<file path="src/rtl/spi_controller_if.sv">
// Command handshake between the config/test logic (master) and spi_controller (slave).
interface spi_controller_if;
  logic       cmd_valid;
  logic       cmd_ready;
  logic       cmd_wr;
  logic [6:0] cmd_addr;
  logic [7:0] cmd_data;

  modport master (output cmd_valid, cmd_wr, cmd_addr, cmd_data, input cmd_ready);
  modport slave  (input cmd_valid, cmd_wr, cmd_addr, cmd_data, output cmd_ready);
endinterface

</file>
<file path="src/rtl/spi_controller.sv">
// SPI mode-0 write-only controller: serialises {wr, addr[6:0], data[7:0]} MSB first on sclk/ncs/copi.
// Define SPI_CTRL_CMD_QUEUE_EN to place a 2-entry command FIFO in front of the FSM.
module spi_controller #(
  parameter int CLK_DIV  = 5,
  parameter int CS_SETUP = 4,
  parameter int CS_HOLD  = 4,
  parameter int GAP      = 4
) (
  input  logic             clk,
  input  logic             rst,
  spi_controller_if.slave  cmd,
  output logic             sclk,
  output logic             ncs,
  output logic             copi,
  output logic             busy,
  output logic             done
);

  if (CLK_DIV < 4 || CLK_DIV > 255) begin : g_bad_clk_div
    $fatal(1, "spi_controller: CLK_DIV must be in 4..255");
  end
  if (GAP < 4 || GAP > 255) begin : g_bad_gap
    $fatal(1, "spi_controller: GAP must be in 4..255");
  end
  if (CS_SETUP < 1 || CS_SETUP > 255 || CS_HOLD < 1 || CS_HOLD > 255) begin : g_bad_cs
    $fatal(1, "spi_controller: CS_SETUP and CS_HOLD must be in 1..255");
  end

  typedef enum logic [2:0] {
    ST_IDLE,
    ST_SETUP,
    ST_HI,
    ST_LO,
    ST_HOLD,
    ST_GAP
  } state_t;

  // Terminal values of the phase counter for each timed state.
  localparam logic [7:0] SETUP_LAST = 8'(CS_SETUP - 1);
  localparam logic [7:0] DIV_LAST   = 8'(CLK_DIV - 1);
  localparam logic [7:0] HOLD_LAST  = 8'(CS_HOLD - 1);
  localparam logic [7:0] GAP_LAST   = 8'(GAP - 1);

  state_t      r_state, w_state_next;
  logic [7:0]  r_cnt, w_cnt_next;
  logic [3:0]  r_bit, w_bit_next;
  logic [15:0] r_shift, w_shift_next;
  logic        r_copi, w_copi_next;
  logic        r_sclk, w_sclk_next;
  logic        r_ncs, w_ncs_next;
  logic        r_done, w_done_next;
  logic        r_busy, w_busy_next;
  logic        r_cmd_ready, w_ready_next;

  logic        w_cmd_avail;
  logic [15:0] w_cmd_frame;

`ifdef SPI_CTRL_CMD_QUEUE_EN
  logic [15:0] r_fifo [2];
  logic [1:0]  r_fifo_cnt, w_fifo_cnt_next;
  logic [15:0] w_frame_in;
  logic        w_push, w_pop, w_wr_idx;

  assign w_frame_in      = {cmd.cmd_wr, cmd.cmd_addr, cmd.cmd_data};
  assign w_push          = cmd.cmd_valid && r_cmd_ready;
  assign w_cmd_avail     = (r_fifo_cnt != 2'd0);
  assign w_pop           = (r_state == ST_IDLE) && w_cmd_avail;
  assign w_cmd_frame     = r_fifo[0];
  assign w_fifo_cnt_next = r_fifo_cnt + {1'b0, w_push} - {1'b0, w_pop};
  assign w_wr_idx        = (r_fifo_cnt == 2'd2) || ((r_fifo_cnt == 2'd1) && !w_pop);

  // Full is still ready when the FSM will be idle next cycle: that pop frees a slot.
  assign w_ready_next = (w_fifo_cnt_next != 2'd2) || (w_state_next == ST_IDLE);
  assign w_busy_next  = (w_state_next != ST_IDLE) || (w_fifo_cnt_next != 2'd0);

  always_ff @(posedge clk or posedge rst) begin
    if (rst) r_fifo_cnt <= 2'd0;
    else     r_fifo_cnt <= w_fifo_cnt_next;
  end

  // NOTE: FIFO storage is deliberately not reset; the count alone marks which entries are live.
  always_ff @(posedge clk) begin
    if (w_pop)  r_fifo[0]        <= r_fifo[1];
    if (w_push) r_fifo[w_wr_idx] <= w_frame_in;
  end
`else
  assign w_cmd_avail  = cmd.cmd_valid && r_cmd_ready;
  assign w_cmd_frame  = {cmd.cmd_wr, cmd.cmd_addr, cmd.cmd_data};
  assign w_ready_next = (w_state_next == ST_IDLE);
  assign w_busy_next  = (w_state_next != ST_IDLE);
`endif

  // NOTE: every always_comb output gets a default first so no path can infer a latch.
  always_comb begin
    w_state_next = r_state;
    w_cnt_next   = r_cnt + 8'd1;
    w_bit_next   = r_bit;
    w_shift_next = r_shift;
    w_copi_next  = r_copi;
    w_done_next  = 1'b0;

    case (r_state)
      ST_IDLE: begin
        w_cnt_next = 8'd0;
        if (w_cmd_avail) begin
          w_state_next = ST_SETUP;
          w_shift_next = w_cmd_frame;
          w_copi_next  = w_cmd_frame[15];
          w_bit_next   = 4'd15;
        end
      end
      ST_SETUP: begin
        if (r_cnt == SETUP_LAST) begin
          w_state_next = ST_HI;
          w_cnt_next   = 8'd0;
        end
      end
      ST_HI: begin
        if (r_cnt == DIV_LAST) begin
          w_state_next = ST_LO;
          w_cnt_next   = 8'd0;
          // copi only moves together with the falling sclk, a full half-period from any rise.
          if (r_bit != 4'd0) begin
            w_copi_next  = r_shift[14];
            w_shift_next = {r_shift[14:0], 1'b0};
          end
        end
      end
      ST_LO: begin
        if (r_cnt == DIV_LAST) begin
          w_cnt_next = 8'd0;
          if (r_bit == 4'd0) begin
            w_state_next = ST_HOLD;
          end else begin
            w_state_next = ST_HI;
            w_bit_next   = r_bit - 4'd1;
          end
        end
      end
      ST_HOLD: begin
        if (r_cnt == HOLD_LAST) begin
          w_state_next = ST_GAP;
          w_cnt_next   = 8'd0;
        end
      end
      ST_GAP: begin
        if (r_cnt == GAP_LAST) begin
          w_state_next = ST_IDLE;
          w_cnt_next   = 8'd0;
          w_copi_next  = 1'b0;
          w_done_next  = 1'b1;
        end
      end
      default: begin
        w_state_next = ST_IDLE;
        w_cnt_next   = 8'd0;
      end
    endcase

    w_sclk_next = (w_state_next == ST_HI);
    w_ncs_next  = (w_state_next == ST_IDLE) || (w_state_next == ST_GAP);
  end

  always_ff @(posedge clk or posedge rst) begin
    if (rst) begin
      r_state     <= ST_IDLE;
      r_cnt       <= 8'd0;
      r_bit       <= 4'd0;
      r_shift     <= 16'd0;
      r_copi      <= 1'b0;
      r_sclk      <= 1'b0;
      r_ncs       <= 1'b1;
      r_done      <= 1'b0;
      r_busy      <= 1'b0;
      r_cmd_ready <= 1'b0;
    end else begin
      r_state     <= w_state_next;
      r_cnt       <= w_cnt_next;
      r_bit       <= w_bit_next;
      r_shift     <= w_shift_next;
      r_copi      <= w_copi_next;
      r_sclk      <= w_sclk_next;
      r_ncs       <= w_ncs_next;
      r_done      <= w_done_next;
      r_busy      <= w_busy_next;
      r_cmd_ready <= w_ready_next;
    end
  end

  assign cmd.cmd_ready = r_cmd_ready;
  assign sclk          = r_sclk;
  assign ncs           = r_ncs;
  assign copi          = r_copi;
  assign busy          = r_busy;
  assign done          = r_done;

endmodule

</file>
<file path="src/flat_wrapper.sv">
// flat-port wrapper written by rule: the top's interface ports become plain ports
module spi_controller_flat 
#(
  parameter int CLK_DIV  = 5,
  parameter int CS_SETUP = 4,
  parameter int CS_HOLD  = 4,
  parameter int GAP      = 4
)
  (clk, rst, sclk, ncs, copi, busy, done, cmd_cmd_valid, cmd_cmd_wr, cmd_cmd_addr, cmd_cmd_data, cmd_cmd_ready);
  spi_controller_if cmd_i ();
  input  logic clk;
  input  logic rst;
  output logic sclk;
  output logic ncs;
  output logic copi;
  output logic busy;
  output logic done;
  input wire logic [$bits(cmd_i.cmd_valid)-1:0] cmd_cmd_valid;
  input wire logic [$bits(cmd_i.cmd_wr)-1:0] cmd_cmd_wr;
  input wire logic [$bits(cmd_i.cmd_addr)-1:0] cmd_cmd_addr;
  input wire logic [$bits(cmd_i.cmd_data)-1:0] cmd_cmd_data;
  output wire logic [$bits(cmd_i.cmd_ready)-1:0] cmd_cmd_ready;
  assign cmd_i.cmd_valid = cmd_cmd_valid;
  assign cmd_i.cmd_wr = cmd_cmd_wr;
  assign cmd_i.cmd_addr = cmd_cmd_addr;
  assign cmd_i.cmd_data = cmd_cmd_data;
  assign cmd_cmd_ready = cmd_i.cmd_ready;
  spi_controller #(.CLK_DIV(CLK_DIV), .CS_SETUP(CS_SETUP), .CS_HOLD(CS_HOLD), .GAP(GAP)) u_core (.clk(clk), .rst(rst), .cmd(cmd_i), .sclk(sclk), .ncs(ncs), .copi(copi), .busy(busy), .done(done));
endmodule
</file>
<file path="config.mk">
export PLATFORM = sky130hd
export DESIGN_NAME = spi_controller_flat
export DESIGN_NICKNAME = d
export VERILOG_FILES = /design/src/rtl/spi_controller_if.sv /design/src/rtl/spi_controller.sv /design/src/flat_wrapper.sv
export SDC_FILE = /design/constraint.sdc
export NUM_CORES = 1
export LEC_CHECK = 0
export ABC_AREA = 1
export CAP_MARGIN = 20
export CORE_MARGIN = 3
export CORE_UTILIZATION = 59
export DETAILED_ROUTE_END_ITERATION = 6
export PLACE_DENSITY_LB_ADDON = 0.08
export SLEW_MARGIN = 20
export SYNTH_ARGS = -nofsm -noshare
export SYNTH_HDL_FRONTEND = slang
export SYNTH_SLANG_ARGS = --single-unit
</file>
<file path="constraint.sdc">
create_clock -name clk -period 2.3 [get_ports clk]
set_input_delay 0.69 -clock clk [delete_from_list [all_inputs] [get_ports clk]]
set_output_delay 0.69 -clock clk [all_outputs]
set_load 0.005 [all_outputs]
</file>
==> flow_metrics.env, run 1 <==
export IMPL_status="completed"
export IMPL_finalMaxSlewViolations=0
export IMPL_vdd_drop_max_uv=374
export IMPL_clkTransAtPathRegs_ns=0.11
export IMPL_die_width_um=63.0
export IMPL_rows=20
export IMPL_io_pins=25
export IMPL_drc=0
export IMPL_coreArea_mm2=0.00308
export IMPL_dr_pass1_iters=4
export IMPL_seqPwrFrac_pct=56.1
export IMPL_synth_ff_type="dfrtp_1"
export IMPL_r2r_slack_ns=0.60
export IMPL_diodes=0
export IMPL_fin_crit_ns=2.05
export IMPL_cts_tree="built"
export IMPL_antenna_found_initial=0
export IMPL_htreeDepth=2
export IMPL_yosysMostFrequentCell="dfrtp_1"
export IMPL_crit_chain="clkdlybuf4s50_1"
export IMPL_hold_class="reg -> reg"
export IMPL_end_kind="output pin"
export IMPL_crit_end="ncs"
export IMPL_clkPwrFrac_pct=39.0
export IMPL_rsz0062_at_grt="false"
export IMPL_routed_wl_um=3500
export IMPL_synth_top_area_share_pct=45.8
export IMPL_clockBufferDepth=2
export IMPL_grt_max_degree=37
export IMPL_fmax_mhz=488
export IMPL_power_internal_uw=893
export IMPL_finalNetCount=263
export IMPL_skew_ns=0.0104
export IMPL_root_buffer="clkbuf_4"
export IMPL_yosys_warnings=0
export IMPL_cp_max_fo=1
export IMPL_drive_gt1_share_pct=17.8
export IMPL_initial_core_util_pct=62.2
export IMPL_fp_dieArea_mm2=0.00396
export IMPL_netlist_top_cells_area="dfrtp_1, mux2i_1, nand2_1"
export IMPL_cts_setup_buffers=0
export IMPL_grt_pass1_wl_um=6180
export IMPL_clk_latency_ns=0.34
export IMPL_async_reset_ff_share_pct=100
export IMPL_setup_viol_count_final=0
export IMPL_start_kind="flip-flop"
export IMPL_port_buffers=24
export IMPL_switchingPower_uw=234
export IMPL_finalNonFillerCells=285
export IMPL_fin_setup_tns_ns=0
export IMPL_comb_power_share_pct=4.9
export IMPL_slew_headroom_pct=70.4
export IMPL_numPlacedInstances=277
export IMPL_wl_per_cell_um=12.3
export IMPL_slowest_stage="dfstp_2"
export IMPL_crit_cells=1
export IMPL_cp_slowest_stage_delay_ns=0.53
export IMPL_grt_pass1_vias=1386
export IMPL_synth_distinct_cells=30
export IMPL_r2r_cells=10
export IMPL_clock_sinks=36
export IMPL_vias=1443
export IMPL_cap_violations=0
export IMPL_synth_edf_count=0
export IMPL_synth_area_per_cell_um2=9.03
export IMPL_min_period_over_period_pct=89.1
export IMPL_drtIter0Drc=76
export IMPL_synthCells=212
export IMPL_final_antenna_net_count=0
export IMPL_ys_ff_latch=36
export IMPL_r2r_start="u_core.r_cnt[0]"
export IMPL_grt_overflow_total=0
export IMPL_worstMarginPinSlew_ns=0.443
export IMPL_p_leak_uw=0.00115
export IMPL_track_usage_pct=19.9
export IMPL_cts_resized=0
export IMPL_multi_input_area_um2=850
export IMPL_power_density_mw_per_mm2=502
export IMPL_cts_hold_fix_buffers=0
export IMPL_holdPathStages=2
export IMPL_finalHoldViolCount=0
export IMPL_syn_num_nets=235
export IMPL_ys_seq_area_share_pct=47.1
export IMPL_cp_required_ns=1.61
export IMPL_detail_route_vias_per_cell=5.06
export IMPL_syn_to_final_growth_pct=17.4
export IMPL_post_synth_top_area_cell="dfrtp_1"
export IMPL_die_h_um=63.0
export IMPL_cts_buffers=5
export IMPL_syn_cell_area_mm2=0.00191
export IMPL_synth_common_cells="dfrtp_1, nand2_1, inv_1, nor2_1, mux2i_1"
export IMPL_arrival_ns=1.36
export IMPL_sw_frac_of_total_pct=20.8
export IMPL_rr_endpoint="u_core.r_shift[10]"
export IMPL_seqCellArea_um2=902
export IMPL_cp_top_family="flip-flops"
export IMPL_critical_path_class="reg -> out"
export IMPL_worst_path_buf_inv=1
export IMPL_place_gp_congestion=0.902
export IMPL_dp_hpwl_um=2530
export IMPL_crit_start="u_core.ncs"
export IMPL_nFillCells=242
[layout by cell type (no fill, tap or decap), drive strengths merged, types with 2 or more instances in the layout]
cell type and n:
dfrtp 35, clkbuf 6, buf 3, xor2 2, nand3 12, ha 4
nand2 45, nor2 27, a21oi 3, nand4 3, clkdlybuf4s50 24, nor3 3
mux2i 14, inv 27, o21ai 24
[through the flow]
step | setup WS, ns | area, um^2 | power, uW | hold slack, ns | util [%]
3_5_place_dp | 0.274 | 2170 | 701 | 0.465 | 70.5
2_1_floorplan | 0.794 | 1910 | 663 | 0.441 | -
3_3_place_gp | 0.298 | 2170 | 699 | 0.456 | 70.5
6_report | 0.252 | 2250 | 1130 | 0.484 | 73.0
4_1_cts | 0.229 | 2250 | 1140 | 0.490 | 73.0
5_1_grt | 0.185 | 2250 | 1180 | 0.516 | 73.0
[cells by family after synthesis]
logic type / after synthesis / share of synthesized area [%]
AND/OR/NAND/NOR: 92 / 22.9
AO/OA/AOI/OAI: 30 / 10.2
flip-flops: 36 / 47.1
adder cells (fa/ha/maj): 4 / 2.61
XOR/XNOR: 3 / 1.37
buffers and inverters: 33 / 8.50
multiplexers: 14 / 7.32
[power by group through the flow]
stage          logic [uW]  clock network, uW  registers, uW
2_1_floorplan        18.5                  0            645
6_report             54.9                440            633
5_1_grt              60.2                483            633
4_1_cts              56.3                455            633
3_5_place_dp         55.8                  0            645
3_3_place_gp         54.0                  0            645
[layer usage]
| metal | wire (um) | global-route usage [%] | vias up |
|---|---|---|---|
| met4 | 36 | 7.99 | 0 |
| met1 | 1560 | 24.1 | 657 |
| met2 | 1730 | 32.7 | 39 |
| li1 | - | - | 743 |
| met3 | 175 | 6.47 | 4 |
| met5 | 0 | 0 | - |
[state kept, by name (all words and copies together), names as in the netlist]
| register | count |
|---|---|
| u_core.r_cnt | 8 |
| u_core.sclk | 1 |
| u_core.r_state | 3 |
| u_core.busy | 1 |
| u_core.done | 1 |
| u_core.r_shift | 15 |
| u_core.cmd.cmd_ready | 1 |
| u_core.r_bit | 4 |
| u_core.copi | 1 |
| u_core.ncs | 1 |
[area by class of cell]
| class | instances | area share (%) |
|---|---|---|
| Clock buffer | 6 | 1.84 |
| Clock inverter | 2 | 1.56 |
| Inverter | 27 | 4.51 |
| Multi-Input combinational cell | 143 | 37.8 |
| Sequential cell | 36 | 40.1 |
| Tap cell | 44 | 2.45 |
| Timing Repair Buffer | 27 | 11.7 |
[worst min-delay path by stage]
stage,slack [ns],endpoint,start
floorplan,0.44,u_core.r_shift[0],u_core.r_shift[0]
global placement,0.46,u_core.r_shift[0],u_core.r_shift[0]
detailed placement,0.47,u_core.r_shift[0],u_core.r_shift[0]
CTS,0.49,u_core.r_shift[0],u_core.r_shift[0]
global route,0.52,u_core.r_shift[0],u_core.r_shift[0]
finish,0.48,u_core.r_shift[0],u_core.r_shift[0]
Note: power is estimated with default switching activity, not from simulation.
==> inputs of run 2 (changes only) <==
Settings changed: ABC_AREA 1 to default, TNS_END_PERCENT from default to 10.
==> run 2 against run 1 <==
Design area increased by 2.4%; sequential power increased by 67%; setup slack worse by 0.00051 ns; maximum frequency hardly changed; critical path depth did not move; utilization grew 1.8 points.
==> flow_metrics.env, run 2 <==
export IMPL_p_leak_uw=0.00105
export IMPL_detail_route_vias_per_cell=5.47
export IMPL_busiest_layer="met2"
export IMPL_worst_path_buf_inv=1
export IMPL_critical_path_class="reg -> out"
export IMPL_fin_setup_tns_ns=0
export IMPL_place_gp_congestion=0.823
export IMPL_drc=0
export IMPL_synth_top_area_share_pct=45.5
export IMPL_clk_latency_ns=0.34
export IMPL_clock_sinks=36
export IMPL_synth_ff_type="dfrtp_1"
export IMPL_final_common_cell="nand2_1"
export IMPL_grt_pass1_vias=1389
export IMPL_placed_area_mm2=0.00224
export IMPL_finalNetCount=252
export IMPL_grt_pass1_wl_um=6470
export IMPL_grt_overflow_total=0
export IMPL_cp_required_ns=1.61
export IMPL_cp_top_family="flip-flops"
export IMPL_slew_headroom_pct=60.8
export IMPL_status="completed"
export IMPL_r2r_slack_ns=0.28
export IMPL_clockBufferDepth=2
export IMPL_wl_per_cell_um=13.7
export IMPL_largest_reg_flops=15
export IMPL_finalMaxSlewViolations=0
export IMPL_die_width_um=63.1
export IMPL_netlist_top_cells_area="dfrtp_1, nand2_1, mux2_1"
export IMPL_use_met2_pct=32.1
export IMPL_vdd_drop_max_uv=603
export IMPL_synth_distinct_cells=46
export IMPL_hold_class="reg -> reg"
export IMPL_cap_violations=0
export IMPL_cts_tree="built"
export IMPL_coreArea_mm2=0.00308
export IMPL_routed_wl_um=3760
export IMPL_synthCells=200
export IMPL_syn_num_nets=223
export IMPL_initial_core_util_pct=62.6
export IMPL_grt_max_degree=37
export IMPL_rows=20
export IMPL_dp_hpwl_um=2660
export IMPL_fin_area_mm2=0.00230
export IMPL_fin_crit_ns=2.05
export IMPL_grtUsageMet1_pct=27.0
export IMPL_mostFrequentLayoutCells="nand2_1, dfrtp_1, clkdlybuf4s50_1"
export IMPL_yosysMostFrequentCell="nand2_1"
export IMPL_end_kind="output pin"
export IMPL_cts_buffers=5
export IMPL_post_synth_top_area_cell="dfrtp_1"
export IMPL_syn_cell_area_mm2=0.00193
export IMPL_drive_gt1_share_pct=12.6
export IMPL_ys_seq_area_share_pct=46.8
export IMPL_root_buffer="clkbuf_4"
export IMPL_crit_chain="clkdlybuf4s50_1"
export IMPL_clkTransAtPathRegs_ns=0.10
export IMPL_setup_viol_count_final=0
export IMPL_vias=1500
export IMPL_track_usage_pct=20.6
export IMPL_final_antenna_net_count=0
export IMPL_synth_common_cells="nand2_1, dfrtp_1, nor2_1, a21oi_1, mux2_1"
export IMPL_ys_ff_latch=36
export IMPL_skew_ns=0.00242
export IMPL_port_buffers=24
export IMPL_slowest_stage="dfstp_2"
export IMPL_fmax_mhz=488
export IMPL_arrival_ns=1.36
export IMPL_reg_top3="u_core.r_shift x15, u_core.r_cnt x8, u_core.r_bit x4"
export IMPL_min_period_over_period_pct=89.1
export IMPL_syn_to_final_growth_pct=19.5
export IMPL_cts_hold_fix_buffers=0
export IMPL_hold_worst_slack_ns=0.497
export IMPL_drtIter0Drc=94
export IMPL_finalHoldViolCount=0
export IMPL_cp_slowest_stage_delay_ns=0.53
export IMPL_cts_resized=0
export IMPL_synth_edf_count=0
export IMPL_synth_area_per_cell_um2=9.63
export IMPL_antenna_found_initial=0
export IMPL_fp_dieArea_mm2=0.00399
export IMPL_worstMarginPinSlew_ns=0.588
export IMPL_largest_register="u_core.r_shift"
export IMPL_io_pins=25
export IMPL_cp_max_fo=1
export IMPL_start_kind="flip-flop"
export IMPL_async_reset_ff_share_pct=100
export IMPL_yosys_warnings=0
export IMPL_die_h_um=63.1
export IMPL_htreeDepth=2
export IMPL_power_density_mw_per_mm2=1090
export IMPL_dr_pass1_iters=4
export IMPL_met3_usage_pct=5.70
export IMPL_cts_setup_buffers=0
export IMPL_diodes=0
export IMPL_rsz0062_at_grt="false"
==> run 2: changes by cell type in the layout (fill, tap and decap cells not counted), sizes merged, moves of 3 or more <==
cell   before  now
nor2b       0    3
a21oi       3    9
mux2        0   15
o21ai      24    4
nand3      12    8
buf         3    8
xor2        2    5
nor2       27   10
mux2i      14    0
and3        0    5
inv        27    8
==> run 2: path summary, 6_finish.rpt <==
| kind | cells after the start | start | end |
|---|---|---|---|
| min in group asynchronous | 3 | rst | u_core.r_cnt[7] |
| max in group asynchronous | 3 | rst | u_core.ncs |
| min | 1 | u_core.r_shift[8] | u_core.r_shift[8] |
| max reg2reg | 5 | u_core.r_cnt[0] | u_core.copi |
| min reg2reg | 1 | u_core.r_shift[8] | u_core.r_shift[8] |
| max | 1 | u_core.ncs | ncs |
==> run 2: metrics by stage <==
stage                     utilization, %  cells  setup WS [ns]  total power [uW]
after global placement              72.9    266          0.116              2110
after global routing                74.8    274          0.159              2730
after detailed placement            72.9    266         0.0695              2170
after CTS                           74.8    274          0.231              2530
after floorplan                        -    200          0.421              1830
final                               74.8    274          0.251              2510
==> run 2: final cells by class <==
cell class,count,area (um^2)
sequential,36,902
tap,44,55.1
timing repair buffer,32,313
inverter,8,30.0
multi-input combinational,146,943
clock buffer,8,58.8
fill,240,776
==> run 2: kinds of logic after synthesis <==
| family | count (synthesis) | share of synthesized area (%) |
|---|---|---|
| flip-flops | 36 | 46.8 |
| XOR/XNOR | 6 | 2.73 |
| AO/OA/AOI/OAI | 28 | 10.2 |
| buffers and inverters | 18 | 4.22 |
| adder cells (fa/ha/maj) | 4 | 2.60 |
| AND/OR/NAND/NOR | 93 | 24.7 |
| multiplexers | 15 | 8.77 |
==> run 2: power breakdown <==
part	total [uW]	internal, uW	switching [uW]
sequential	1060	872	187
clock	354	151	203
combinational	1100	556	540
==> run 2: per-layer routing <==
| metal | up-vias | part of all wire [%] |
|---|---|---|
| met2 | 31 | 47 |
| met4 | 0 | 1.7 |
| met3 | 8 | 4.8 |
| met1 | 716 | 46 |
| met5 | - | 0 |
| li1 | 745 | - |
